==> src/rtl/alu_shro_unit.sv <==
// Multi-cycle ALU / shift-rotate unit: one-cycle ALU ops, bit-serial shifts and rotates.
// Operands are captured on start, so inputs may change while an operation is in flight.
module alu_shro_unit #(
  parameter int unsigned WIDTH   = 8,
  parameter int unsigned SHAMT_W = 3
) (
  input  logic               clk,
  input  logic               rst,
  input  logic               start,
  input  logic               unitSel,
  input  logic [2:0]         ALUOperation,
  input  logic [1:0]         SHROOperation,
  input  logic [WIDTH-1:0]   a,
  input  logic [WIDTH-1:0]   b,
  input  logic [SHAMT_W-1:0] shamt,
  input  logic               CEn,
  input  logic               ZEn,
  output logic [WIDTH-1:0]   result,
  output logic               C,
  output logic               Z,
  output logic               busy,
  output logic               done
);

  localparam int unsigned EW = WIDTH + 1;

  typedef enum logic [1:0] {IDLE, EXEC, SHIFT, DONE} stateT;

  stateT              state, stateNext;
  logic [WIDTH-1:0]   opA, opANext;
  logic [WIDTH-1:0]   opB, opBNext;
  logic [2:0]         aluOp, aluOpNext;
  logic [1:0]         shroOp, shroOpNext;
  logic [SHAMT_W-1:0] counter, counterNext;
  logic               shamtNz, shamtNzNext;
  logic               cEnQ, cEnNext;
  logic               zEnQ, zEnNext;
  logic               lastOut, lastOutNext;
  logic [WIDTH-1:0]   resultNext;
  logic               cNext, zNext, busyNext, doneNext;

  logic [EW-1:0]      wide;
  logic [WIDTH-1:0]   aluRes;
  logic               aluCarry, aluWritesC;
  logic [WIDTH-1:0]   shiftVal;
  logic               shiftOut;

  // Combinational ALU on the captured operands; C here is still the start-edge value.
  always_comb begin
    wide       = '0;
    aluRes     = '0;
    aluCarry   = 1'b0;
    aluWritesC = 1'b0;
    case (aluOp)
      3'b000: begin
        wide       = {1'b0, opA} + {1'b0, opB};
        aluRes     = wide[WIDTH-1:0];
        aluCarry   = wide[WIDTH];
        aluWritesC = 1'b1;
      end
      3'b001: begin
        wide       = {1'b0, opA} + {1'b0, opB} + EW'(C);
        aluRes     = wide[WIDTH-1:0];
        aluCarry   = wide[WIDTH];
        aluWritesC = 1'b1;
      end
      3'b010: begin
        wide       = {1'b0, opA} - {1'b0, opB};
        aluRes     = wide[WIDTH-1:0];
        aluCarry   = wide[WIDTH];
        aluWritesC = 1'b1;
      end
      3'b011: begin
        wide       = {1'b0, opA} - {1'b0, opB} - EW'(C);
        aluRes     = wide[WIDTH-1:0];
        aluCarry   = wide[WIDTH];
        aluWritesC = 1'b1;
      end
      3'b100:  aluRes = opA & opB;
      3'b101:  aluRes = opA | opB;
      3'b110:  aluRes = opA ^ opB;
      default: aluRes = opB;
    endcase
  end

  // One-bit step of the shift register and the bit leaving it.
  always_comb begin
    shiftVal = opA;
    shiftOut = 1'b0;
    case (shroOp)
      2'b00: begin
        shiftVal = {opA[WIDTH-2:0], 1'b0};
        shiftOut = opA[WIDTH-1];
      end
      2'b01: begin
        shiftVal = {1'b0, opA[WIDTH-1:1]};
        shiftOut = opA[0];
      end
      2'b10: begin
        shiftVal = {opA[WIDTH-2:0], opA[WIDTH-1]};
        shiftOut = opA[WIDTH-1];
      end
      default: begin
        shiftVal = {opA[0], opA[WIDTH-1:1]};
        shiftOut = opA[0];
      end
    endcase
  end

  // Next-state and next-register logic.
  always_comb begin
    stateNext   = state;
    opANext     = opA;
    opBNext     = opB;
    aluOpNext   = aluOp;
    shroOpNext  = shroOp;
    counterNext = counter;
    shamtNzNext = shamtNz;
    cEnNext     = cEnQ;
    zEnNext     = zEnQ;
    lastOutNext = lastOut;
    resultNext  = result;
    cNext       = C;
    zNext       = Z;
    busyNext    = 1'b0;
    doneNext    = 1'b0;
    case (state)
      IDLE: begin
        if (start) begin
          opANext     = a;
          opBNext     = b;
          aluOpNext   = ALUOperation;
          shroOpNext  = SHROOperation;
          counterNext = shamt;
          shamtNzNext = (shamt != '0);
          cEnNext     = CEn;
          zEnNext     = ZEn;
          lastOutNext = 1'b0;
          busyNext    = 1'b1;
          stateNext   = unitSel ? SHIFT : EXEC;
        end
      end
      EXEC: begin
        resultNext = aluRes;
        if (cEnQ && aluWritesC) cNext = aluCarry;
        if (zEnQ) zNext = (aluRes == '0);
        doneNext  = 1'b1;
        stateNext = DONE;
      end
      SHIFT: begin
        if (counter != '0) begin
          opANext     = shiftVal;
          lastOutNext = shiftOut;
          counterNext = counter - SHAMT_W'(1);
          busyNext    = 1'b1;
        end else begin
          resultNext = opA;
          // A zero-distance shift moves no bit out, so C keeps its value.
          if (cEnQ && shamtNz) cNext = lastOut;
          if (zEnQ) zNext = (opA == '0);
          doneNext  = 1'b1;
          stateNext = DONE;
        end
      end
      default: stateNext = IDLE;
    endcase
  end

  // State register.
  always_ff @(posedge clk) begin
    if (rst) state <= IDLE;
    else     state <= stateNext;
  end

  // Datapath and output registers.
  always_ff @(posedge clk) begin
    if (rst) begin
      opA     <= '0;
      opB     <= '0;
      aluOp   <= '0;
      shroOp  <= '0;
      counter <= '0;
      shamtNz <= 1'b0;
      cEnQ    <= 1'b0;
      zEnQ    <= 1'b0;
      lastOut <= 1'b0;
      result  <= '0;
      C       <= 1'b0;
      Z       <= 1'b0;
      busy    <= 1'b0;
      done    <= 1'b0;
    end else begin
      opA     <= opANext;
      opB     <= opBNext;
      aluOp   <= aluOpNext;
      shroOp  <= shroOpNext;
      counter <= counterNext;
      shamtNz <= shamtNzNext;
      cEnQ    <= cEnNext;
      zEnQ    <= zEnNext;
      lastOut <= lastOutNext;
      result  <= resultNext;
      C       <= cNext;
      Z       <= zNext;
      busy    <= busyNext;
      done    <= doneNext;
    end
  end

endmodule

==> config.mk <==
export PLATFORM = sky130hd
export DESIGN_NAME = alu_shro_unit
export DESIGN_NICKNAME = d
export VERILOG_FILES = /design/src/rtl/alu_shro_unit.sv
export SDC_FILE = /design/constraint.sdc
export NUM_CORES = 1
export LEC_CHECK = 0
export ABC_CLOCK_PERIOD_IN_PS = 3300
export CORE_AREA = 2 2 90 92
export DETAILED_ROUTE_END_ITERATION = 7
export DIE_AREA = 0 0 92 94
export PLACE_DENSITY = 0.76
export RECOVER_POWER = 50
export SYNTH_ARGS = -nofsm -noshare
export SYNTH_HDL_FRONTEND = slang
export SYNTH_SLANG_ARGS = --single-unit
==> constraint.sdc <==
create_clock -name clk -period 3.3 [get_ports clk]
set_input_delay 0.495 -clock clk [delete_from_list [all_inputs] [get_ports clk]]
set_output_delay 0.495 -clock clk [all_outputs]
set_load 0.02 [all_outputs]
# Word-level counts from Yosys, hierarchy flattened
# Index checks and enable logic that the tools add are counted.
# totals
regBits,42
# classes
muxes,33
bitwise_logic,3
n_eq_ne,17
reduce_logical,19
n_addsub,5
# op_table
operator,n
$pmux W8 S7,1
$pmux W8 S2,2
$mux W8,3
$pmux W8 S3,1
$logic_not A8 Y1,2
$ne A2 B2 Y1 const B,7
$mux W1,13
$pmux W1 S2,5
$add A8 B8 Y9,1
$add A9 B1 Y9,1
$eq A3 B3 Y1 const B,3
$sub A8 B8 Y9,1
$sub A9 B1 Y9,1
$and A8 B8 Y8,1
$or A8 B8 Y8,1
$reduce_and A4 Y1,2
$xor A8 B8 Y8,1
$eq A3 B2 Y1 const B,2
$mux W2,3
$mux W3,2
$pmux W2 S3,1
$pmux W3 S2,1
$reduce_and A2 Y1,3
$reduce_bool A3 Y1,2
12 further kinds,17

# Depth between registers and ports, before layout
# Gate-level depths: netlist of run 1.
# logic_depth
word_depth,6
ltp_mapped,12
mapped_depth_nobuf,12

# Worst setup path after synthesis of run 1
# No wires, ideal clock.
# synth_path
path_type,register to register
start,reg opA[0]
end,reg Z
n_path_buf,0
synth_period_minus_slack_ns,3.284
arrival_ns,3.188
stages_incl_launch_ff,10
slack_ns,0.016
required_time_ns,3.204
path_cell_list,dfxtp_1 -> ha_1 -> fa_1 -> a211oi_1 -> nor2_1 -> or4_4 -> or3_4 -> mux2_4 -> or3_1 -> o41ai_2
# synth_via
elab_chain_len,6
# synth_lines
element,line_no,text
start: declaration,30,"logic [WIDTH-1:0] opA, opANext;"
start signal: assignment,193,opA <= opANext;
$sub A8 B8 Y9 or $add A8 B8 Y9 (tied branches),--,
$sub A9 B1 Y9 or $add A9 B1 Y9 (tied branches),"74, 62",
$pmux W8 S7,54,case (aluOp)
$logic_not A8 Y1,146,if (zEnQ) zNext = (aluRes == '0);
$mux W1,146,
$pmux W1 S2 *,127,case (state)
end signal: assignment,204,Z <= zNext;
end: declaration,20,"output logic Z,"
# Every way passes the cells marked *; elsewhere a longest branch is shown, timed or not. The select of a mux whose other input is x is not followed.
# A chain may end at the register's enable or synchronous reset.

# Final worst setup path of run 1
# layout_path
start,reg opB[0]
end,reg Z
# layout_via
elab_chain_len,6
# layout_lines
element,line_no,text
start: declaration,31,"logic [WIDTH-1:0] opB, opBNext;"
start signal: assignment,194,opB <= opBNext;
$sub A8 B8 Y9 or $add A8 B8 Y9 (tied branches),--,
$sub A9 B1 Y9 or $add A9 B1 Y9 (tied branches),"74, 62",
$pmux W8 S7 *,54,
$logic_not A8 Y1 *,146,
$mux W1 *,146,
$pmux W1 S2 *,127,
# Marks and branches as above.

==> results by group, run 1 <==
Critical path
  • Setup Crit Path Kind: reg2reg
  • WP data arrival: 3.44 ns
  • CP Max Fanout: 4
  • Crit-path leading delay family: simple AND/OR/NAND/NOR gates
  • CP endpoint kind: flip-flop
  • Crit path required time: 3.51 ns
  • Critical path launch point type: flip-flop
  • Worst path most repeated cell: or3_4
  • CP max stage cell: or4_4
  • WP buf/inv: 0
  • Slowest stage delay, CP: 0.53 ns
  • Cell Chain, Critical Path: ha_2 -> fa_2 -> a211oi_2 -> nor2_1 -> or4_4 -> or3_4 -> mux2_4 -> or3_4 -> o41ai_2

Timing
  • Tcrit/Tclk final: 98.0%
  • Fin crit period: 3.23 ns
  • Worst-Margin Slew: 0.897 ns
  • Fmax: 309 MHz
  • Final hold viol count: 0
  • TNS Setup: 0 ns
  • Worst Skew: 0.00968 ns
  • Final hold slack: 0.453 ns
  • Slew Limit Headroom: 40.2%
  • Final setup viols: 0
  • Fin. max-slew vios: 0

Power
  • Sw Ratio: 50.1%
  • Clock Power Share: 7.6%
  • P_sw: 2.18 mW
  • Overall Power: 4.36 mW
  • Worst vdd ir: 0.000419 V
  • Static Leak: 1.90 nW
  • Int Power: 2.17 mW
  • Pwr dens: 906 nW/µm²
  • Comb pwr share: 74.6%
  • Sequential power share: 17.8%

Clocking
  • Clk slew on worst S/H paths: 0.09 ns
  • Clk sinks: 42
  • CTS tree: built
  • Root buf cell: clkbuf_8
  • H-tree levels: 2
  • Hold Buf Count CTS: 0
  • Latest clock arrival within the worst-skew pair: 0.30 ns
  • Inserted Clock Buffers: 5
  • Max clock buf depth: 2

Yosys
  • Asr flop ratio synth: 0%
  • Synth warnings: 0
  • Flops & latches, synth: 42
  • Adder-Cell Fraction of Synth Area: 11.8%
  • Sequential element share of the synthesized area: 21.4%
  • Syn Inst Count: 525
  • Post-synth EDFFs: 0
  • Synth Area in Simple Gates: 24.3%
  • Post-synthesis compound-gate area fraction: 25.9%
  • Post-Syn Area: 3930 µm²
  • Largest family of logic cells by synthesized area: compound AO/OA/AOI/OAI gates
  • Most frequently used flop master after synthesis: dfxtp_1
  • Average size of a mapped cell: 7.49 µm²
  • Mux share of post-synthesis cell area: 6.78%
  • XOR/XNOR share of the synthesized area: 2.93%
  • Syn Nets: 591
  • Post-synth cell types: 72

Route
  • Pre-antenna DRT Iters: 5
  • Routed WL per cell: 17.3 µm
  • DR vias: 4,264
  • DRC errors left: 0
  • Post-route ant nets: 0
  • Initial DRC count: 414
  • Via-to-Cell Ratio: 6.22
  • Routed WL: 11,900 µm

Hold path
  • Worst Hold Class: reg2reg

Flow run
  • MaxCap Viol Count: 0

Die
  • Die footprint: 8650 µm²
  • Core Area: 7610 µm²
  • Num rows: 32
  • Die height: 94 µm
  • I/O Pins: 42
  • Die Width: 92 µm
  • Initial Util: 51.7%

Final layout
  • Synth-to-Final Area Change: 22.3%
  • Final Core Density: 63.2%
  • Layout Cells excl Fill: 685
  • Layout cells sized above 1: 13.7%
  • Fill count: 674
  • Fin nets: 648
  • Number of antenna diodes: 0

Global route
  • First-pass GRT wire length: 18,900 µm
  • Grt total ovfl: 0
  • Vias in the first global route: 3,907
  • Initial antenna violation count: 0
  • Largest net degree at the start of global routing: 44
  • Total GRT Usage: 27.6%

Placed design
  • Placer Congestion: 0.968
  • I/O Buffers: 41
  • Post-DP HPWL: 9000 µm
  • Placed Cells: 676

Run status
  • Status: completed
power by group through the flow:
stage / clock (mW) / sequential, mW / combinational [mW]
finish: 0.330 / 0.776 / 3.25
global placement: 0 / 0.769 / 3.00
global route: 0.352 / 0.796 / 3.53
floorplan: 0 / 0.832 / 2.10
detailed placement: 0 / 0.779 / 3.08
CTS: 0.342 / 0.769 / 3.11
area by class of cell:
cell class	instances	area (µm²)	area share (%)
sequential	42	851	17.7
tap	102	128	2.65
clock inverter	2	13.8	0.286
multi-input combinational	413	2890	60.1
inverter	39	146	3.05
timing repair buffer	81	707	14.7
clock buffer	6	72.6	1.51
worst register-to-register path: stages, from the launching register on:
cell      delay (ns)
dfxtp_2         0.34
ha_2            0.18
fa_2            0.35
a211oi_2        0.27
nor2_1          0.10
or4_4           0.53
or3_4           0.37
mux2_4          0.32
or3_4           0.37
o41ai_2         0.32
cells by family after synthesis:
group	count (synthesis)
AOI/OAI and AO/OA	149
DFF	42
adders and majority gates	36
and+or+nand+nor	197
muxes	21
xor gates and xnor gates	10
buffers and inverters	70
repair_timing:
action | in CTS | in global routing
setup endpoints to repair | 2 | 5
pin swaps | 0 | 3
buffers inserted | 0 | 1
gates resized for setup | 4 | 20
Yosys cell counts, types with 6 or more instances:
cell type | instances | area share [%]
a2111oi_0 | 10 | 2.2
a211oi_1 | 13 | 2.5
a21oi_1 | 53 | 6.7
buf_1 | 7 | 0.67
clkbuf_1 | 20 | 1.9
dfxtp_1 | 42 | 21
ha_1 | 34 | 11
inv_1 | 37 | 3.5
mux2i_1 | 15 | 3.8
nand2_1 | 59 | 5.6
nand2b_1 | 7 | 1.1
nand3_1 | 9 | 1.1
nand4_1 | 6 | 0.95
nor2_1 | 56 | 5.3
nor2b_1 | 8 | 1.3
nor3_1 | 13 | 1.7
nor4_1 | 9 | 1.4
o21ai_0 | 15 | 1.9
state kept, by name (all words and copies together), names as in the netlist:
| name | flops |
|---|---|
| busy | 1 |
| cEnQ | 1 |
| zEnQ | 1 |
| opA | 8 |
| lastOut | 1 |
| opB | 8 |
| counter | 3 |
| shamtNz | 1 |
| Z | 1 |
| done | 1 |
| C | 1 |
| result | 8 |
| aluOp | 3 |
| shroOp | 2 |
| state | 2 |
path summary, 6_finish.rpt:
kind / cells past startpoint / slack, ns / end / start
min reg2reg: 2 / 0.45 / result[5]$_SDFFE_PP0P_ / result[5]$_SDFFE_PP0P_
min: 2 / 0.45 / result[5]$_SDFFE_PP0P_ / result[5]$_SDFFE_PP0P_
max reg2reg: 9 / 0.07 / Z$_SDFFE_PP0P_ / opB[0]$_SDFFE_PP0P_
max: 9 / 0.07 / Z$_SDFFE_PP0P_ / opB[0]$_SDFFE_PP0P_
cells in the final DEF (no fill, tap or decap), types with 6 or more instances in the layout:
| cell | netlist | final |
|---|---|---|
| o21ai_0 | 15 | 15 |
| nand2_1 | 59 | 59 |
| nor2b_1 | 8 | 8 |
| nand2b_1 | 7 | 7 |
| nor3_1 | 13 | 13 |
| dlygate4sd3_1 | 0 | 8 |
| buf_4 | 1 | 39 |
| dfxtp_1 | 42 | 36 |
| inv_1 | 37 | 37 |
| clkdlybuf4s50_1 | 0 | 33 |
| nor4_1 | 9 | 9 |
| nand4_1 | 6 | 6 |
| nor2_1 | 56 | 56 |
| ha_1 | 34 | 31 |
| mux2i_1 | 15 | 15 |
| nand3_1 | 9 | 9 |
| a211oi_1 | 13 | 12 |
| a21oi_1 | 53 | 53 |
metrics by stage:
stage | setup slack (ns) | area (µm²)
floorplan | 0.0164 | 3930
global placement | 0.0661 | 4640
detailed placement | -0.0200 | 4640
CTS | 0.0210 | 4730
global route | -0.0161 | 4810
finish | 0.0665 | 4810
routing by layer:
layer	track usage, %	up-vias	routed length (µm)
li1	-	2009	-
met1	36.5	1999	4970
met2	45.3	221	5510
met3	3.45	35	986
met4	12.1	0	416
met5	0	-	0
Note: power is estimated with default switching activity, not from simulation.
==> inputs of run 2 (changes only) <==
- SLEW_MARGIN: unset -> 10
==> results of run 2 <==
Final layout, timing and power as in run 1 (identical DEF).
==> inputs of run 3 (changes only) <==
- ABC_CLOCK_PERIOD_IN_PS: 3300 -> 2700
- CORE_AREA: 2 2 90 92 -> 5 5 93 95
- DIE_AREA: 0 0 92 94 -> 0 0 98 100
- clock period: 3.3 -> 2.7 ns (I/O delays scaled with it)
==> run 3 against run 2 <==
- non-clock buffer count increased by 57
- first-iteration DRC count decreased by 15%
- total power increased by 49%
- critical endpoint unchanged
- flip-flop and latch count unchanged
- worst setup slack got worse by 0.51 ns
- via count increased by 4.9%
- the flow now finishes with violations (negative setup slack)
- clock-buffer cell count unchanged
==> results by group, run 3 (same netlist as run 1, synthesis figures left out) <==
Run status
  • Status: finished, violations left (was completed)
  • Failing checks: negative setup slack

Timing
  • RSZ-0062 raised after global routing: true
  • Final hold viol count: 0 (unchanged)
  • Tcrit/Tclk final: 116% (was 98.0%)
  • Slew Limit Headroom: 42.6% (was 40.2%)
  • Worst Skew: 0.0173 ns (was 0.00968 ns)
  • Worst-Margin Slew: 0.860 ns (was 0.897 ns)
  • Fin crit period: 3.14 ns (was 3.23 ns)
  • Final worst slack: -0.439 ns (was 0.0665 ns)
  • Fin. max-slew vios: 0 (unchanged)
  • Final setup viols: 8 (was 0)
  • Fmax: 319 MHz (was 309 MHz)

Route
  • Pre-antenna DRT Iters: 5 (unchanged)
  • Post-route ant nets: 0 (unchanged)
  • Via-to-Cell Ratio: 6.03 (was 6.22)
  • Routed WL: 14,000 µm (was 11,900 µm)
  • Initial DRC count: 352 (was 414)
  • DRC errors left: 0 (unchanged)
  • Routed WL per cell: 18.8 µm (was 17.3 µm)
  • DR vias: 4,475 (was 4,264)

Power
  • Sw Ratio: 48.9% (was 50.1%)
  • Clock Power Share: 6.4% (was 7.6%)
  • Pwr dens: 1160 nW/µm² (was 906 nW/µm²)
  • Worst vdd ir: 0.000599 V (was 0.000419 V)
  • Static Leak: 2.25 nW (was 1.90 nW)
  • P_sw: 3.17 mW (was 2.18 mW)
  • Sequential power share: 14.6% (was 17.8%)
  • Overall Power: 6.48 mW (was 4.36 mW)
  • Int Power: 3.31 mW (was 2.17 mW)
  • Comb pwr share: 79.0% (was 74.6%)

Hold path
  • Worst Hold Class: reg2reg (unchanged)
  • Hold Crit Depth: 2 (unchanged)
  • Hold endpoint: result[5]$_SDFFE_PP0P_ (unchanged)
  • Hold Startpoint: result[5]$_SDFFE_PP0P_ (unchanged)

Final layout
  • Most common cell after layout, fill and taps aside: buf_4 (was nand2_1)
  • Final Core Density: 73.0% (was 63.2%)
  • Layout cells sized above 1: 26.7% (was 13.7%)
  • Fin nets: 705 (was 648)
  • Biggest regs: opA (8), opB (8), result (8) (unchanged)
  • Commonest non-fill, non-tap cells in the layout: buf_4 (92), nand2_1 (58), nor2_1 (56), a21oi_1 (51) (was nand2_1 (59), nor2_1 (56), a21oi_1 (53), buf_4 (39), inv_1 (37))
  • Synth-to-Final Area Change: 41.9% (was 22.3%)
  • Number of antenna diodes: 0 (unchanged)

Placed design
  • Post-DP HPWL: 10,800 µm (was 9000 µm)
  • Placer Congestion: 0.968 (about the same)
  • I/O Buffers: 41 (unchanged)

Critical path
  • Worst path most repeated cell: buf_4 (was or3_4)
  • WP data arrival: 3.34 ns (was 3.44 ns)
  • CP Max Fanout: 3 (was 4)
  • Slowest stage delay, CP: 0.41 ns (was 0.53 ns)
  • Reg-to-reg startpoint: opA[0]$_SDFFE_PP0P_ (was opB[0]$_SDFFE_PP0P_)
  • Cell Chain, Critical Path: inv_1 -> buf_4 -> ha_1 -> buf_4 -> ha_2 -> ha_2 -> o21ai_0 -> mux4_2 -> nand2_1 -> a2111oi_1 -> buf_4 -> o2111ai_1 -> o41ai_2 (was ha_2 -> fa_2 -> a211oi_2 -> nor2_1 -> or4_4 -> or3_4 -> mux2_4 -> or3_4 -> o41ai_2)
  • R2r setup slk: -0.44 ns (was 0.07 ns)
  • R2R depth: 13 (was 9)
  • Crit Reg-Reg Endpoint: Z$_SDFFE_PP0P_ (unchanged)
  • CP max stage cell: a2111oi_1 (was or4_4)
  • CP endpoint kind: flip-flop (unchanged)
  • Critical path launch point type: flip-flop (unchanged)
  • Crit path required time: 2.90 ns (was 3.51 ns)
  • Setup Crit Path Kind: reg2reg (unchanged)

Clocking
  • Hold Buf Count CTS: 0 (unchanged)
  • H-tree levels: 2 (unchanged)
  • Root buf cell: clkbuf_8 (unchanged)
  • Clk sinks: 42 (unchanged)
  • Max clock buf depth: 2 (unchanged)
  • CTS tree: built (unchanged)
  • Clk slew on worst S/H paths: 0.09 ns (about the same)
  • Inserted Clock Buffers: 5 (unchanged)
  • Latest clock arrival within the worst-skew pair: 0.30 ns (about the same)

Global route
  • Vias in the first global route: 4,438 (was 3,907)
  • Largest net degree at the start of global routing: 44 (unchanged)
  • Total GRT Usage: 28.4% (was 27.6%)
  • Initial antenna violation count: 0 (unchanged)
  • First-pass GRT wire length: 22,500 µm (was 18,900 µm)
  • Grt total ovfl: 0 (unchanged)

Die
  • Die height: 100 µm (was 94 µm)
  • Core Area: 7650 µm² (was 7610 µm²)
  • Die Width: 98 µm (was 92 µm)
  • I/O Pins: 42 (unchanged)
  • Num rows: 32 (unchanged)
  • Initial Util: 51.4% (was 51.7%)
  • Die footprint: 9800 µm² (was 8650 µm²)

Flow run
  • MaxCap Viol Count: 0 (unchanged)
==> run 3: power by group through the flow <==
stage                     Combinational [mW]  Sequential (mW)  Clock, mW
after global placement                  4.45            0.943          0
final                                   5.12            0.946      0.414
after detailed placement                4.56            0.956          0
after floorplan                         2.69             1.03          0
after CTS                               4.91            0.945      0.417
after global routing                    5.52            0.972      0.448
==> run 3: worst max-delay path: cells and delay by family (launching register included) <==
family,cells,cell delay [ns]
adder cells (fa/ha/maj),3,0.75
AO/OA/AOI/OAI,4,0.95
flip-flops,1,0.37
AND/OR/NAND/NOR,1,0.07
buffers and inverters,4,0.58
multiplexers,1,0.32
==> run 3: layout make-up <==
class,instances,area [µm²]
multi-input combinational,413,3200
fill,622,2070
timing repair buffer,138,1160
sequential,42,856
inverter,39,146
tap,102,128
clock buffer,6,72.6
clock inverter,2,13.8
==> run 3: metal layers <==
metal / global-route usage, % / vias to the layer above / share of wire (%)
met5: 0 / - / 0
met4: 8.95 / 0 / 2.7
met3: 4.10 / 31 / 6.6
met2: 49.3 / 178 / 48
met1: 36.3 / 2142 / 43
li1: - / 2124 / -
==> run 3: metrics by stage <==
stage          setup slack [ns]  instance area [µm²]  setup TNS [ns]  cells  hold WS [ns]
3_3_place_gp             -0.357                 5150           -1.34    727         0.452
3_5_place_dp             -0.441                 5150           -1.67    727         0.452
6_report                 -0.439                 5580           -1.46    742         0.456
4_1_cts                  -0.380                 5480           -1.25    741         0.465
2_1_floorplan            -0.336                 4050          -0.700    525         0.437
5_1_grt                  -0.471                 5580           -3.30    742         0.481
==> run 3: what timing repair did <==
action                                  in CTS  in global routing
setup buffers                                6                  1
endpoints found under the setup margin       8                  8
resized for setup                           36                 18
pin swaps                                   22                 17
==> run 3: how the worst max path moves through the flow <==
stage	start	to	slack, ns	depth (start not counted)
4_1_cts	opA[0]$_SDFFE_PP0P_	Z$_SDFFE_PP0P_	-0.38	9
6_report	opA[0]$_SDFFE_PP0P_	Z$_SDFFE_PP0P_	-0.44	13
2_1_floorplan	opA[0]$_SDFFE_PP0P_	Z$_SDFFE_PP0P_	-0.34	9
5_1_grt	opA[0]$_SDFFE_PP0P_	C$_SDFFE_PP0P_	-0.47	9
3_3_place_gp	opA[0]$_SDFFE_PP0P_	Z$_SDFFE_PP0P_	-0.36	9
3_5_place_dp	opA[0]$_SDFFE_PP0P_	Z$_SDFFE_PP0P_	-0.44	9
